$ cat src/rtl/nn_pkg.sv
// Shared constants, FSM state type and result saturation for the neuron MAC.
// Q16.16 fixed point throughout; the accumulator is kept at double width.
package nn_pkg;

  localparam int ADDR_W = 14;
  localparam int DATA_W = 32;
  localparam int CNT_W  = 10;
  localparam int FRAC   = 16;
  localparam int ACC_W  = 2 * DATA_W;

  typedef enum logic [1:0] {
    IDLE   = 2'd0,
    RUN    = 2'd1,
    DRAIN  = 2'd2,
    RESULT = 2'd3
  } state_t;

  localparam logic signed [ACC_W-1:0] SAT_MAX = 64'sh0000_0000_7FFF_FFFF;
  localparam logic signed [ACC_W-1:0] SAT_MIN = 64'shFFFF_FFFF_8000_0000;

  // Clamp the wide accumulator into DATA_W, then optionally apply ReLU.
  function automatic logic [DATA_W-1:0] saturate(input logic signed [ACC_W-1:0] value,
                                                 input logic relu);
    logic signed [ACC_W-1:0] clamped;
    if (value > SAT_MAX) begin
      clamped = SAT_MAX;
    end else if (value < SAT_MIN) begin
      clamped = SAT_MIN;
    end else begin
      clamped = value;
    end
    if (relu && (clamped < 0)) begin
      clamped = '0;
    end
    return clamped[DATA_W-1:0];
  endfunction

endpackage

$ cat src/rtl/fxp_mul_q16.sv
// Registered signed DATA_W x DATA_W multiply with an arithmetic right shift
// by FRAC, producing a full-width product stage with its own valid bit.
module fxp_mul_q16
  import nn_pkg::*;
#(
  parameter int DATA_W = nn_pkg::DATA_W,
  parameter int FRAC   = nn_pkg::FRAC
) (
  input  logic                       clk,
  input  logic                       rst,
  input  logic                       in_valid,
  input  logic [DATA_W-1:0]          a,
  input  logic [DATA_W-1:0]          b,
  output logic                       out_valid,
  output logic signed [2*DATA_W-1:0] p
);

  logic signed [2*DATA_W-1:0] a_ext;
  logic signed [2*DATA_W-1:0] b_ext;
  logic signed [2*DATA_W-1:0] full;

  // Sign-extend explicitly so the multiply is done at full product width.
  assign a_ext = {{DATA_W{a[DATA_W-1]}}, a};
  assign b_ext = {{DATA_W{b[DATA_W-1]}}, b};
  assign full  = a_ext * b_ext;

  // NOTE: sequential state uses non-blocking assignments so every register
  // samples pre-edge values, independent of process ordering.
  always_ff @(posedge clk) begin
    if (rst) begin
      out_valid <= 1'b0;
      p         <= '0;
    end else begin
      out_valid <= in_valid;
      if (in_valid) begin
        p <= full >>> FRAC;
      end
    end
  end

endmodule

$ cat src/rtl/neuron_mac.sv
// Streaming dot-product neuron: reads one weight per accepted activation,
// multiplies in Q16.16, accumulates, then presents a saturated result.
module neuron_mac
  import nn_pkg::*;
#(
  parameter int ADDR_W = nn_pkg::ADDR_W,
  parameter int DATA_W = nn_pkg::DATA_W,
  parameter int CNT_W  = nn_pkg::CNT_W,
  parameter int FRAC   = nn_pkg::FRAC
) (
  input  logic              clk,
  input  logic              rst,
  input  logic              start,
  input  logic [ADDR_W-1:0] base_addr,
  input  logic [CNT_W-1:0]  num_inputs,
  input  logic              relu_en,
  output logic              busy,
  output logic              ram_en,
  output logic              ram_we,
  output logic [ADDR_W-1:0] ram_addr,
  input  logic [DATA_W-1:0] ram_dout,
  input  logic              act_valid,
  input  logic [DATA_W-1:0] act_data,
  output logic              act_ready,
  output logic              res_valid,
  output logic [DATA_W-1:0] res_data,
  input  logic              res_ready
);

  state_t state;
  state_t next_state;

  logic [ADDR_W-1:0]          base_q;
  logic [CNT_W-1:0]           n_q;
  logic                       relu_q;
  logic [CNT_W-1:0]           idx;
  logic [DATA_W-1:0]          act_q;
  logic                       act_q_valid;
  logic                       mul_valid;
  logic signed [2*DATA_W-1:0] mul_p;
  logic signed [2*DATA_W-1:0] acc;
  logic                       fire;

  assign fire   = act_valid && act_ready;
  assign ram_we = 1'b0;

  always_ff @(posedge clk) begin
    if (rst) begin
      state <= IDLE;
    end else begin
      state <= next_state;
    end
  end

  always_comb begin
    next_state = state;
    case (state)
      IDLE: begin
        if (start) begin
          next_state = (num_inputs == '0) ? RESULT : RUN;
        end
      end
      RUN: begin
        if (fire && ((idx + CNT_W'(1)) == n_q)) begin
          next_state = DRAIN;
        end
      end
      // Wait until the last product has landed in the accumulator.
      DRAIN: begin
        if (!act_q_valid && !mul_valid) begin
          next_state = RESULT;
        end
      end
      RESULT: begin
        if (res_ready) begin
          next_state = IDLE;
        end
      end
      default: next_state = IDLE;
    endcase
  end

  // NOTE: every output gets a default first so no path through the block
  // leaves a signal unassigned and infers a latch.
  always_comb begin
    busy      = (state != IDLE);
    act_ready = (state == RUN) && (idx < n_q);
    res_valid = (state == RESULT);
    ram_en    = act_valid && act_ready;
    ram_addr  = '0;
    if (ram_en) begin
      ram_addr = base_q + ADDR_W'(idx);
    end
  end

  always_ff @(posedge clk) begin
    if (rst) begin
      base_q      <= '0;
      n_q         <= '0;
      relu_q      <= 1'b0;
      idx         <= '0;
      act_q       <= '0;
      act_q_valid <= 1'b0;
      acc         <= '0;
      res_data    <= '0;
    end else begin
      act_q_valid <= fire;
      if (fire) begin
        act_q <= act_data;
        idx   <= idx + CNT_W'(1);
      end

      if ((state == IDLE) && start) begin
        base_q   <= base_addr;
        n_q      <= num_inputs;
        relu_q   <= relu_en;
        idx      <= '0;
        acc      <= '0;
        res_data <= '0;
      end else if (mul_valid) begin
        acc <= acc + mul_p;
      end

      // Result is captured once on entry to RESULT and held until accepted.
      if ((state == DRAIN) && (next_state == RESULT)) begin
        res_data <= saturate(acc, relu_q);
      end
    end
  end

  // The weight arrives one cycle after the handshake, aligned with act_q.
  fxp_mul_q16 #(
    .DATA_W (DATA_W),
    .FRAC   (FRAC)
  ) u_mul (
    .clk       (clk),
    .rst       (rst),
    .in_valid  (act_q_valid),
    .a         (ram_dout),
    .b         (act_q),
    .out_valid (mul_valid),
    .p         (mul_p)
  );

endmodule
$ cat config.mk
export PLATFORM = sky130hd
export DESIGN_NAME = neuron_mac
export DESIGN_NICKNAME = d
export VERILOG_FILES = /design/src/rtl/nn_pkg.sv /design/src/rtl/fxp_mul_q16.sv /design/src/rtl/neuron_mac.sv
export SDC_FILE = /design/constraint.sdc
export NUM_CORES = 2
export LEC_CHECK = 0
export CAP_MARGIN = 40
export CORE_ASPECT_RATIO = 0.6
export CORE_MARGIN = 2
export CORE_UTILIZATION = 40
export DETAILED_ROUTE_END_ITERATION = 10
export GPL_TIMING_DRIVEN = 1
export PLACE_DENSITY_LB_ADDON = 0.2
export SYNTH_ARGS = -nofsm -noshare
export SYNTH_HDL_FRONTEND = slang
export SYNTH_SLANG_ARGS = --single-unit
export TNS_END_PERCENT = 50
$ cat constraint.sdc
create_clock -name clk -period 9.5 [get_ports clk]
set_input_delay 0.95 -clock clk [delete_from_list [all_inputs] [get_ports clk]]
set_output_delay 0.95 -clock clk [all_outputs]
set_load 0.02 [all_outputs]
Yosys cells after proc, flatten, opt, wreduce, memory -nomap -nowiden
Index checks and enable logic that the tools add are counted.
- register bits after elaboration: 215
- input port bits: 94
- add/sub/neg operators: 3
- multiply operators: 1
- order comparisons: 4
- equal/unequal tests: 5
- mux-type cells: 14
- reduce and logical (&&, ||, !) cells: 14
- operator list (operator ; count):
    $mux 64 ; 4
    $mux 32 ; 3
    $add 64x48->64 ; 1
    $gt 64x32->1 const B ; 1
    $lt 64x1->1 const B ; 1
    $lt 64x32->1 const B ; 1
    $mul 32x32->64 ; 1
    $add 14x10->14 ; 1
    $mux 14 ; 1
    $add 10x1->10 const B ; 1
    $eq 10x10->1 ; 1
    $logic_not 10->1 ; 1
    $lt 10x10->1 ; 1
    $mux 2 ; 5
    $pmux 2 s4 ; 1
    $logic_and 1x1->1 ; 7
    $eq 2x2->1 const B ; 3
    $reduce_bool 2->1 ; 2
    $eq 2x1->1 const B ; 1
    $logic_not 1->1 ; 2
    $logic_not 2->1 ; 1
    $reduce_or 2->1 ; 1

Logic depth before layout (Yosys ltp)
- depth in word-level cells: 14
- gate-level depth with buffers: 29
- gate-level depth less buffers: 27

By module
From an unflattened synthesis, not the netlist that was laid out.
- cell total of the unflattened synthesis: 5427
- area, all modules: 48694.2 sq um
- by module, submodules not included (module ; times used ; cells an instance ; area each (sq um) ; seq. area each (sq um)):
    fxp_mul_q16 ; 1 ; 4014 ; 37729.9 ; 980.9
    neuron_mac ; 1 ; 1413 ; 10964.3 ; 3323.2

Worst setup path before layout
Ideal clock, no wire load.
- kind: input -> register
- from: input port ram_dout[31]
- to: register u_mul.p[45]
- library setup time: 0.117 ns
- arrival time: 8.464 ns
- setup slack: 0.920 ns
- stages on the path: 28
- cells stage by stage: clkbuf_1 nand2_1 inv_1 fa_1 inv_1 fa_1 inv_1 fa_1 fa_1 inv_1 fa_1 inv_1 fa_1 inv_1 fa_1 inv_1 fa_1 ha_1 clkbuf_1 nand2_1 nor3_1 nand2_1 nor4_1 a21oi_2 o221ai_2 a31oi_1 xnor2_1 a22o_1
- longest elaborated chain between the ends: 1
- ends and longest elaborated chain (what ; line ; text):
    start: declaration ; neuron_mac.sv:21 ; input logic [DATA_W-1:0] ram_dout,
    $mul 32x32->64 ; fxp_mul_q16.sv:25 ; assign full = a_ext * b_ext;
    end signal: assignment ; fxp_mul_q16.sv:36 ; p <= full >>> FRAC;
    end: declaration ; fxp_mul_q16.sv:15 ; output logic signed [2*DATA_W-1:0] p
No other way between the ends.
A chain may end at the register's enable or synchronous reset.

Worst setup path after layout
- from: input port ram_dout[23]
- to: register u_mul.p[46]
Same word-level chain as after synthesis.

==> metrics.yaml <==
timing:
  fmax_mhz: 113
  slew_violations: 0
  finalSetupTns_ns: 0
  hold_violations: 0
  fin_skew_ns: 0.0451
  rsz0062_at_grt: "no"
  worst_pin_slew_ns: 0.983
  setup_viol: 0
  period_share: 0.935
  relSlewSlack: 0.344
  min_period_ns: 8.89
detailed_routing:
  routed_wirelength_mm: 161
  ant_nets: 0
  drc: 0
  drt-pass1-iter-count: 5
  first_iter_violations: 3325
  viasPerCell: 5.26
  vias: 36669
  wl_per_cell_um: 23.1
power_and_ir_drop:
  ir_drop_uv: 139
  power_leakage_nw: 25.1
  swShare: 0.498
  p_int_w: 0.00320
  seqPwrFrac: 0.157
  comb_power_share: 0.681
  powerDensity_nw_per_um2: 121
  p_switching_w: 0.00317
  clock_power_share: 0.162
cells_and_area:
  fin_area_um2: 52700
  layout_commonest_cell: "fa_1"
  final_cell_mix: "1083 x fa_1, 983 x inv_1, 711 x nand2_1"
  fin_nets: 6788
  drive_gt1_frac: 0.0395
  nFillCells: 11536
  syn2layout_area_growth_pct: 9.60
setup_path:
  path_common_cell: "fa_1"
  cp_max_fo: 17
  critPathSlowestCell: "clkdlybuf4s50_1"
  critical_path.max_stage_delay_ns: 0.90
  crit_family: "adder cells"
  cp.required_ns: 9.97
  startpoint_type: "input pin"
  arrival_ns: 9.35
  end_kind: "register"
  path_cells: "clkdlybuf4s50_1, and2_1, fa_1, fa_1, inv_1, fa_1, fa_1, inv_1, fa_1, fa_1, fa_1, fa_1, ha_1, nand4_1, inv_1, a221oi_1, o211ai_1, a311o_1, a21oi_2, o221ai_2, a221o_1, xor2_1, a22o_1"
  r2r_setup_slack_ns: 0.92
  setup.worst_path.class: "in2reg"
  cp.buffers_inverters: 4
clocking:
  cts_tree: "done"
  hold_buffers: 0
  clock-root-buffer: "clkbuf_16"
  cts-htree-levels: 1
  ctsResizeCount: 0
  clk_pin_slew_ns: 0.06
  post_cts_buffers: 0
  clk_latency_ns: 0.61
  clockBufferDepth: 3
  cts_made_buffers: 25
  clock-sinks: 215
grt:
  grt_overflow_total: 0
  track_usage: 0.269
  antenna_found_initial: 7
  grt_pass1_wl_mm: 248
  grt_pass1_vias: 38104
  grt_max_degree: 67
synth:
  ys_types: 79
  netlist.area_leader.share: 0.451
  ys.flop_type: "dfxtp_1"
  ys_ff_latch: 215
  synth_area_per_cell_um2: 9.00
  synth-edff-count: 0
  yosys_warnings: 0
  async_flop_share: 0
  yosysTopAreaCell: "fa_1"
  synth.area.top_cells: "fa_1 45%, dfxtp_1 9.0%, inv_1 7.7%, and2_1 6.9%, ha_1 6.9%"
  yosysSeqAreaShare: 0.0896
  synth_area_um2: 48000
  synthCells: 5338
  synth_fp_nets: 6780
die:
  dieWidth_um: 451
  dieArea_um2: 123000
  core_area_um2: 119000
  die_h_um: 272
  ios: 145
  std_cell_rows: 98
  start_util: 0.403
job:
  max-cap-violations: 0
place:
  place_hpwl_mm: 128
  port_buffers: 143
  place_area_um2: 51800
  place_congestion: 0.938
outcome:
  outcome: "finished clean"
min_path:
  worst_hold_path_type: "reg2reg"
-- cells in the mapped netlist, drive strengths merged, types with 4 or more instances --
library cell,count
a2111oi,5
a211oi,24
a21boi,8
a21o,68
a21oi,227
a221o,5
a221oi,5
a22o,17
a31oi,18
and2,533
and3,27
buf,11
clkbuf,285
dfxtp,215
fa,1083
ha,265
inv,984
mux2i,58
nand2,711
nand2b,22
nand3,42
nand4,42
nor2,180
nor2b,49
nor3,27
nor3b,6
nor4,15
nor4b,5
o211ai,16
o21a,28
o21ai,130
o21bai,17
o31ai,10
or3,10
or4,4
xnor2,89
xor2,47
-- logic make-up (layout without fill, tap and decap cells) --
group,after synthesis,in the layout,share of synthesized area
AOI/OAI and AO/OA,614,614,0.0807
xor gates and xnor gates,136,136,0.0248
adders and majority gates,1348,1348,0.520
buffers and inverters,1282,1306,0.100
DFF,215,215,0.0896
muxes,58,58,0.0121
other,1,4,0.0000781
and+or+nand+nor,1684,1684,0.172
-- power by group through the flow --
stage                     Sequential [W]  Combinational (W)  Clock (W)
after floorplan                 0.000983            0.00277          0
after global routing             0.00100            0.00480    0.00109
after global placement           0.00103            0.00416          0
after detailed placement         0.00102            0.00423          0
final                            0.00100            0.00433    0.00103
after CTS                       0.000998            0.00426    0.00106
-- metal layers --
metal  up-vias  wire, µm  GRT usage
li1      16247         -          -
met1     18698     79500      0.431
met2      1575     60800      0.355
met3       145     18200     0.0777
met4         4      2500     0.0387
met5         -        23    0.00114
-- path summary, 6_finish.rpt --
check,from,endpoint,cells past startpoint
hold reg to reg,res_data[11]$_SDFFE_PP0P_,res_data[11]$_SDFFE_PP0P_,2
hold / removal,res_data[11]$_SDFFE_PP0P_,res_data[11]$_SDFFE_PP0P_,2
setup reg to reg,act_q[8]$_SDFFE_PP0P_,u_mul.p[46]$_SDFFE_PP0P_,25
setup / recovery,ram_dout[23],u_mul.p[46]$_SDFFE_PP0P_,23
-- layout make-up --
| class | count | area, µm² | area share |
|---|---|---|---|
| tap | 1600 | 2000 | 0.0380 |
| inverter | 986 | 3700 | 0.0703 |
| clock buffer | 35 | 713 | 0.0135 |
| antenna | 3 | 7.51 | 0.000143 |
| timing repair buffer | 277 | 2870 | 0.0545 |
| sequential | 215 | 4320 | 0.0821 |
| multi-input combinational | 3841 | 38900 | 0.739 |
| clock inverter | 8 | 115 | 0.00219 |
-- metrics by stage --
stage | total power, W | utilization | hold WS [ns] | cells | setup WS, ns
4_1_cts | 0.00632 | 0.442 | 0.452 | 6962 | 0.739
3_5_place_dp | 0.00525 | 0.435 | 0.445 | 6919 | 0.156
2_1_floorplan | 0.00375 | - | 0.432 | 5338 | 0.920
5_1_grt | 0.00690 | 0.442 | 0.472 | 6963 | 0.371
6_report | 0.00636 | 0.442 | 0.448 | 6965 | 0.615
3_3_place_gp | 0.00519 | 0.433 | 0.441 | 6907 | 0.218
-- sequential cells by signal (all words and copies together), names as in the netlist --
signal	cells
res_data	32
u_mul.p	48
act_q	32
idx	10
state	2
acc	64
u_mul.out_valid	1
act_q_valid	1
n_q	10
base_q	14
relu_q	1
-- worst reg2reg max path, stage by stage, from the launching register on --
cell and delay (ns):
dfxtp_2 0.88, buf_4 0.40, and2_1 0.20, fa_1 0.42, fa_1 0.55, inv_1 0.07, fa_1 0.45, fa_1 0.54
inv_1 0.05, fa_1 0.66, fa_1 0.48, fa_1 0.54, inv_1 0.07, fa_1 0.47, inv_1 0.04, ha_1 0.30
a21oi_1 0.15, o21ai_0 0.17, a221oi_1 0.39, o211ai_1 0.17, a311o_1 0.39, a21oi_2 0.21, o221ai_2 0.17, a221o_1 0.33
xor2_1 0.15, a22o_1 0.19
(Power assumes the default switching activity.)
